File: src/rtl/sad_row_accumulator.sv
// sad_row_accumulator
// Sums ROWS_PER_CAND row partial SADs from the PE array into one block SAD per
// candidate and hands each result to the minimum-SAD tracker. A search covers
// NUM_CANDIDATES candidates. Results for candidates whose bit is clear in the
// mask latched at start still update out_SAD/out_cand_idx, but without a valid
// pulse.
//
// Ports:
//   in_clk               clock, rising edge
//   in_rst               asynchronous active-high reset
//   in_start             search start pulse, honoured only when idle
//   in_cand_mask         per-candidate enable, latched on an accepted start
//   in_partial_valid     in_partial_sum qualifier
//   in_partial_sum       unsigned row partial SAD
//   out_SAD              saturated SAD of the last finished candidate
//   out_SAD_valid_masked one-cycle pulse for an unmasked finished candidate
//   out_cand_idx         candidate index belonging to out_SAD
//   out_busy             search in progress
//   out_search_done      one-cycle pulse after the last candidate
module sad_row_accumulator #(
  parameter int MAX_DATA_WIDTH = 16,
  parameter int PARTIAL_WIDTH  = 12,
  parameter int ROWS_PER_CAND  = 16,
  parameter int NUM_CANDIDATES = 16,
  parameter int CAND_IDX_WIDTH = 5
) (
  input  logic                      in_clk,
  input  logic                      in_rst,
  input  logic                      in_start,
  input  logic [NUM_CANDIDATES-1:0] in_cand_mask,
  input  logic                      in_partial_valid,
  input  logic [PARTIAL_WIDTH-1:0]  in_partial_sum,
  output logic [MAX_DATA_WIDTH-1:0] out_SAD,
  output logic                      out_SAD_valid_masked,
  output logic [CAND_IDX_WIDTH-1:0] out_cand_idx,
  output logic                      out_busy,
  output logic                      out_search_done
);

  localparam int SUM_W = MAX_DATA_WIDTH + 1;
  localparam int ROW_W = (ROWS_PER_CAND > 1) ? $clog2(ROWS_PER_CAND) : 1;

  typedef enum logic [1:0] {
    ST_IDLE  = 2'd0,
    ST_ACCUM = 2'd1,
    ST_DONE  = 2'd2
  } state_t;

  state_t                    r_state;
  logic [MAX_DATA_WIDTH-1:0] r_acc;
  logic [ROW_W-1:0]          r_row;
  logic [CAND_IDX_WIDTH-1:0] r_cand;
  logic [NUM_CANDIDATES-1:0] r_mask;

  logic [SUM_W-1:0]          w_sum;
  logic [MAX_DATA_WIDTH-1:0] w_acc_next;
  logic [NUM_CANDIDATES-1:0] w_mask_shift;
  logic                      w_mask_bit;
  logic                      w_last_row;
  logic                      w_last_cand;

  // Saturating accumulate: the extra sum bit flags overflow. Once the
  // accumulator is all-ones any further partial keeps it there.
  always_comb begin
    w_sum = {1'b0, r_acc} + SUM_W'(in_partial_sum);
    if (w_sum[MAX_DATA_WIDTH]) begin
      w_acc_next = {MAX_DATA_WIDTH{1'b1}};
    end else begin
      w_acc_next = w_sum[MAX_DATA_WIDTH-1:0];
    end
  end

  // Mask lookup and end-of-row / end-of-search detection.
  always_comb begin
    w_mask_shift = r_mask >> r_cand;
    w_mask_bit   = w_mask_shift[0];
    w_last_row   = (r_row == ROW_W'(ROWS_PER_CAND - 1));
    w_last_cand  = (r_cand == CAND_IDX_WIDTH'(NUM_CANDIDATES - 1));
  end

  // Search FSM with accumulator, counters and registered outputs.
  always_ff @(posedge in_clk or posedge in_rst) begin
    if (in_rst) begin
      r_state              <= ST_IDLE;
      r_acc                <= {MAX_DATA_WIDTH{1'b0}};
      r_row                <= {ROW_W{1'b0}};
      r_cand               <= {CAND_IDX_WIDTH{1'b0}};
      r_mask               <= {NUM_CANDIDATES{1'b0}};
      out_SAD              <= {MAX_DATA_WIDTH{1'b0}};
      out_SAD_valid_masked <= 1'b0;
      out_cand_idx         <= {CAND_IDX_WIDTH{1'b0}};
      out_busy             <= 1'b0;
      out_search_done      <= 1'b0;
    end else begin
      // Pulses default low; out_SAD and out_cand_idx hold unless overwritten.
      out_SAD_valid_masked <= 1'b0;
      out_search_done      <= 1'b0;
      case (r_state)
        ST_IDLE: begin
          if (in_start) begin
            r_mask   <= in_cand_mask;
            r_acc    <= {MAX_DATA_WIDTH{1'b0}};
            r_row    <= {ROW_W{1'b0}};
            r_cand   <= {CAND_IDX_WIDTH{1'b0}};
            out_busy <= 1'b1;
            r_state  <= ST_ACCUM;
          end else begin
            out_busy <= 1'b0;
          end
        end
        ST_ACCUM: begin
          if (in_partial_valid) begin
            if (w_last_row) begin
              // Emit the finished candidate and clear for the next one in the
              // same edge so partials can stream without a bubble.
              out_SAD              <= w_acc_next;
              out_cand_idx         <= r_cand;
              out_SAD_valid_masked <= w_mask_bit;
              r_acc                <= {MAX_DATA_WIDTH{1'b0}};
              r_row                <= {ROW_W{1'b0}};
              r_cand               <= r_cand + CAND_IDX_WIDTH'(1);
              if (w_last_cand) begin
                r_state <= ST_DONE;
              end else begin
                r_state <= ST_ACCUM;
              end
            end else begin
              r_acc <= w_acc_next;
              r_row <= r_row + ROW_W'(1);
            end
          end else begin
            r_state <= ST_ACCUM;
          end
        end
        ST_DONE: begin
          out_search_done <= 1'b1;
          out_busy        <= 1'b0;
          r_state         <= ST_IDLE;
        end
        default: begin
          out_busy <= 1'b0;
          r_state  <= ST_IDLE;
        end
      endcase
    end
  end

endmodule
File: config.mk
export PLATFORM = sky130hd
export DESIGN_NAME = sad_row_accumulator
export DESIGN_NICKNAME = d
export VERILOG_FILES = /design/src/rtl/sad_row_accumulator.sv
export SDC_FILE = /design/constraint.sdc
export NUM_CORES = 1
export LEC_CHECK = 0
export CORE_MARGIN = 2
export CORE_UTILIZATION = 46
export DETAILED_ROUTE_END_ITERATION = 16
export PLACE_DENSITY = 0.7
export SYNTH_ARGS = -nofsm -noshare
export SYNTH_HDL_FRONTEND = slang
export SYNTH_SLANG_ARGS = --single-unit
File: constraint.sdc
create_clock -name in_clk -period 2.5 [get_ports in_clk]
set_input_delay 0.5 -clock in_clk [delete_from_list [all_inputs] [get_ports in_clk]]
set_output_delay 0.5 -clock in_clk [all_outputs]
set_load 0.05 [all_outputs]
=== Yosys cells after proc, flatten, opt, wreduce, memory -nomap -nowiden ===
Index checks and enable logic that the tools add are counted.

* Register bits: 67
* Output and inout port bits: 24
* Word-level logic and storage cells: 53
* Input bits: 32

* Mux-type cells: 24
* Equality and inequality tests: 8
* Add/subtract/negate cells: 3
* Reduce and logical (&&, ||, !) cells: 7
* Shift-type cells: 1

{| class="wikitable"
|+ Operator list
! operator !! count
|-
| $mux W16 || 4
|-
| $pmux W16 S2 || 1
|-
| $add A16 B12 Y17 || 1
|-
| $shr A16 B5 Y1 || 1
|-
| $mux W5 || 3
|-
| $mux W4 || 3
|-
| $pmux W5 S2 || 1
|-
| $mux W2 || 4
|-
| $pmux W4 S2 || 1
|-
| $ne A2 B2 Y1 const B || 3
|-
| $reduce_and A3 Y1 || 2
|-
| $add A5 B1 Y5 const B || 1
|-
| $eq A5 B4 Y1 const B || 1
|-
| $mux W1 || 5
|-
| $add A4 B1 Y4 const B || 1
|-
| $eq A4 B4 Y1 const B || 1
|-
| $pmux W2 S2 || 1
|-
| $reduce_and A2 Y1 || 2
|-
| $reduce_and A4 Y1 || 1
|-
| $ne A3 B3 Y1 const B || 1
|-
| $eq A2 B1 Y1 const B || 1
|-
| $eq A2 B2 Y1 const B || 1
|-
| $logic_not A2 Y1 || 1
|-
| $pmux W1 S2 || 1
|-
| $reduce_bool A2 Y1 || 1
|}

=== Logic depth before layout (Yosys ltp) ===
* Word-level depth: 5
* Mapped depth: 9
* Mapped depth without buffers: 8

=== Least setup slack after synthesis ===
Ideal clock, no wire load.

* Path kind: input to register
* Start point: in in_partial_sum[0]
* End point: reg out_SAD[6]
* Path slack: 89 ps
* Cell stages on the path: 9
* Library setup time: 130 ps
* Data arrival time: 2281 ps
* Cells stage by stage: ha_1 -> fa_1 -> a21oi_1 -> o21ai_1 -> a211oi_4 -> nor2_1 -> buf_2 -> nor2_1 -> o21ai_1

* Longest elaborated chain between the ends: 2

{| class="wikitable"
|+ Ends and longest elaborated chain
! what !! RTL line !! text
|-
| start, declared || 32 || <nowiki>input logic [PARTIAL_WIDTH-1:0] in_partial_sum,</nowiki>
|-
| $add A16 B12 Y17 || 65 || <nowiki>w_sum = {1'b0, r_acc} + SUM_W'(in_partial_sum);</nowiki>
|-
| $mux W16 || 66 || <nowiki>if (w_sum[MAX_DATA_WIDTH]) begin</nowiki>
|-
| end signal, assigned || 89 || <nowiki>out_SAD <= {MAX_DATA_WIDTH{1'b0}};</nowiki>
|-
| end signal, assigned || 116 || <nowiki>out_SAD <= w_acc_next;</nowiki>
|-
| end, declared || 33 || <nowiki>output logic [MAX_DATA_WIDTH-1:0] out_SAD,</nowiki>
|}

No other way between the ends.
A chain may end at the register's enable or synchronous reset.

=== Final worst setup path ===
* Start point: in in_partial_sum[1]
* End point: reg r_acc[11]

* Longest elaborated chain between the ends: 5

{| class="wikitable"
|+ Ends and longest elaborated chain
! what !! RTL line !! text
|-
| $add A16 B12 Y17 || 65 ||
|-
| $mux W16 || 66 ||
|-
| $mux W16 || 113 || <nowiki>if (w_last_row) begin</nowiki>
|-
| $mux W16 || 112 || <nowiki>if (in_partial_valid) begin</nowiki>
|-
| $pmux W16 S2 || 98 || <nowiki>case (r_state)</nowiki>
|-
| end signal, assigned || 102 || <nowiki>r_acc <= {MAX_DATA_WIDTH{1'b0}};</nowiki>
|-
| end signal, assigned || 119 || <nowiki>r_acc <= {MAX_DATA_WIDTH{1'b0}};</nowiki>
|-
| end signal, assigned || 128 || <nowiki>r_acc <= w_acc_next;</nowiki>
|-
| end, declared || 50 || <nowiki>logic [MAX_DATA_WIDTH-1:0] r_acc;</nowiki>
|}

No other way between the ends. The select of a mux whose other input is x is not followed.

==> results.json <==
{
  "synth-adder-area-share_pct": 5.93,
  "syn-instance-count": 343,
  "grt_use_total_pct": 19.9,
  "final_cell_mix": "67 x dfrtp_1, 55 x clkdlybuf4s50_1, 54 x nand2_1",
  "status": "finished, final reports clean",
  "routed_via_density": 5.39,
  "htree_num_levels": 3,
  "required_ps": 2720,
  "cts_root_buffer": "clkbuf_8",
  "postSynthAreaPerCell_um2": 10.2,
  "area_delta_synth_final_pct": 29.9,
  "cts_setup_buffers": 0,
  "core_mm2": 0.00733,
  "synthSimpleGateAreaFrac_pct": 14.6,
  "final_nets": 472,
  "path_cells": "clkdlybuf4s50_1 > ha_1 > a211oi_2 > o31ai_4 > a31oi_2 > o21ai_2 > xor2_1 > a221o_1",
  "ys_ff_latch": 67,
  "layout_setup_ws_ps": 93.6,
  "period_minus_slack_ps": 2410,
  "cts_num_sinks": 67,
  "power.leakage_nw": 2.01,
  "cp.arrival_ps": 2630,
  "io_pins": 56,
  "dr.pass1.iters": 4,
  "fin_skew_ps": 9.54,
  "num_rows": 31,
  "pre_cts_slack_ps": -382,
  "final_common_cell": "dfrtp_1",
  "via_count": 2842,
  "max_freq_mhz": 416,
  "r2r_cells": 9,
  "muxShareOfSynthArea_pct": 8.58,
  "postLayoutCoreUtil_pct": 62.1,
  "clk_pin_slew_worst_paths_ps": 70,
  "r2r_setup_slack_ps": 330,
  "dieArea_mm2": 0.00832,
  "dpl.hpwl_um": 5700,
  "layout-drive-gt1-share_pct": 19.6,
  "rsz0062_at_grt": "no",
  "finalCritPeriodShare_pct": 96.3,
  "syn-num-nets": 391,
  "synth-seq-area-share_pct": 47.9,
  "die_h_um": 91.2,
  "drv_slew": 0,
  "synth_compound_area_share_pct": 17.3,
  "initial_core_util_pct": 47.8,
  "wl_per_cell_um": 14.8,
  "power_mw": 5.22,
  "startpoint_type": "input port",
  "slowest_stage": "clkdlybuf4s50_1",
  "dieWidth_um": 91.2,
  "io_buffer_count": 55,
  "place_area_mm2": 0.00434,
  "routed_wl_um": 7800,
  "antenna_found_initial": 0,
  "hold_viol_final": 0,
  "tightest_slew_ps": 544,
  "cts.path.max_buffers": 2,
  "synth_top_family_by_area": "compound AO/OA/AOI/OAI gates",
  "max_stage_delay_ps": 470,
  "holdPathStages": 1,
  "criticalPathCategory": "in2reg",
  "hp-start": "r_cand[4]$_DFFE_PP0P_",
  "timing.rr.end": "r_acc[15]$_DFFE_PP0P_",
  "cap_violations": 0,
  "synth.distinct_cells": 59,
  "cp_top_family": "compound AO/OA/AOI/OAI gates",
  "drt_iter0_drc": 158,
  "critPathCaptureType": "flop",
  "ant_nets": 0,
  "grt_pass1_wl_um": 13400,
  "nFillCells": 606,
  "powerDensity_mw_per_mm2": 1150,
  "critical_path_buf_inv_count": 1,
  "hp-class": "reg2reg",
  "cts_tree": "done",
  "finish.instance_area_mm2": 0.00455,
  "ir_drop_mv": 0.584,
  "mappedNetlistArea_mm2": 0.00350,
  "hold_end": "out_SAD_valid_masked$_DFF_PP0_",
  "grt_pass1_vias": 2798,
  "overflow": 0,
  "gp_congestion": 0.879,
  "diodes": 0,
  "cts_buffers": 9,
  "r2r-start": "r_acc[0]$_DFFE_PP0P_",
  "yosys_warnings": 0,
  "relSlewSlack_pct": 63.7,
  "synth_xor_area_share_pct": 3.00,
  "insertion_delay_ps": 330,
  "grt_max_degree": 68,
  "drc_errors": 0,
  "path_max_fanout": 3,
  "setup_viol": 0
}
worst register-to-register path, delay by kind of cell, from the launching register on:
kind,cells,cell delay [ps]
AO/OA/AOI/OAI,4,770
adder cells (fa/ha/maj),2,590
flip-flops,1,380
buffers and inverters,2,270
AND/OR/NAND/NOR,1,50
flip-flops by register name (all words and copies together) (netlist names):
signal / count
out_SAD: 16
r_cand: 5
out_SAD_valid_masked: 1
r_acc: 16
r_mask: 16
r_state: 2
out_search_done: 1
out_busy: 1
out_cand_idx: 5
r_row: 4
cells in the mapped netlist, drive strengths merged:
| cell | count | share of area, % |
|---|---|---|
| dfrtp | 67 | 48 |
| nand2 | 55 | 6.0 |
| o21ai | 37 | 5.4 |
| nor2 | 24 | 2.8 |
| a21oi | 20 | 3.1 |
| mux2 | 16 | 5.1 |
| ha | 15 | 5.4 |
| clkbuf | 12 | 1.4 |
| nand3 | 10 | 1.4 |
| a21o | 7 | 1.5 |
| nor3 | 6 | 0.86 |
| xnor2 | 6 | 1.5 |
| xor2 | 6 | 1.5 |
| inv | 5 | 0.54 |
| a211oi | 4 | 1.5 |
| and3 | 4 | 0.75 |
| buf | 4 | 0.75 |
| mux4 | 4 | 2.6 |
| and2 | 3 | 0.54 |
| mux2i | 3 | 0.86 |
| nand4 | 3 | 0.54 |
| nor2b | 3 | 0.54 |
| a31oi | 2 | 0.54 |
| nand2b | 2 | 0.36 |
| nand3b | 2 | 0.43 |
| o211ai | 2 | 0.43 |
| o22a | 2 | 0.54 |
| o22ai | 2 | 0.36 |
| o31ai | 2 | 0.82 |
| a2111oi | 1 | 0.25 |
| a211o | 1 | 0.25 |
| a21bo | 1 | 0.29 |
| a221o | 1 | 0.29 |
| a22o | 1 | 0.25 |
| a2bb2oi | 1 | 0.25 |
| a311o | 1 | 0.29 |
| a31o | 1 | 0.25 |
| a32o | 1 | 0.29 |
| a41oi | 1 | 0.25 |
| and4 | 1 | 0.25 |
| fa | 1 | 0.57 |
| o21a | 1 | 0.21 |
| o21bai | 1 | 0.21 |
| or2 | 1 | 0.18 |
final cells by class:
cell class              count  area (um2)  area share, %
flip-flops and latches     67        1680           36.9
multi-input cells         255        1740           38.3
repair buffers             86         796           17.5
clock buffers              11         141           3.11
well taps                  99         124           2.72
inverters                   5        18.8          0.413
clock inverters             4        51.3           1.13
how the worst max path moves through the flow:
stage | start | endpoint | cells after the start
after global placement | in_partial_sum[0] | r_acc[15]$_DFFE_PP0P_ | 10
after CTS | in_partial_sum[0] | r_acc[15]$_DFFE_PP0P_ | 10
final | in_partial_sum[1] | r_acc[11]$_DFFE_PP0P_ | 8
after floorplan | in_partial_sum[0] | out_SAD[6]$_DFFE_PP0P_ | 9
after global routing | in_partial_sum[0] | r_acc[15]$_DFFE_PP0P_ | 10
after detailed placement | in_partial_sum[0] | out_SAD[15]$_DFFE_PP0P_ | 10
per-layer routing:
layer / vias to the layer above / GRT usage (%) / part of all wire, %
met5: - / 0 / 0
met4: 0 / 8.08 / 1.4
met3: 8 / 3.40 / 4.3
met2: 68 / 30.8 / 46
met1: 1384 / 27.9 / 49
li1: 1382 / - / -
cells by family (layout without fill, tap and decap cells):
kind of cell               after synthesis  count (layout)
AOI/OAI and AO/OA                       90              90
DFF                                     67              67
and+or+nand+nor                        114             114
muxes                                   23              23
xor gates and xnor gates                12              12
adders and majority gates               16              16
buffers and inverters                   21             106
per-stage QoR:
step / TNS (ps) / hold slack (ps) / cells
floorplan: 0 / 417 / 343
global placement: -8350 / 451 / 512
detailed placement: -9500 / 445 / 512
CTS: 0 / 458 / 527
global route: 0 / 498 / 527
finish: 0 / 459 / 527
report_power, final:
| group | switching (mW) | internal (mW) |
|---|---|---|
| clock network | 0.405 | 0.483 |
| registers | 0.259 | 1.45 |
| logic | 1.45 | 1.17 |
repair_timing:
action,in CTS,in global routing
pin swaps,0,1
cloned,0,0
hold buffers,0,0
gates resized for setup,1,4
endpoints found under the setup margin,3,28
Power figures use the tool's default switching activity.
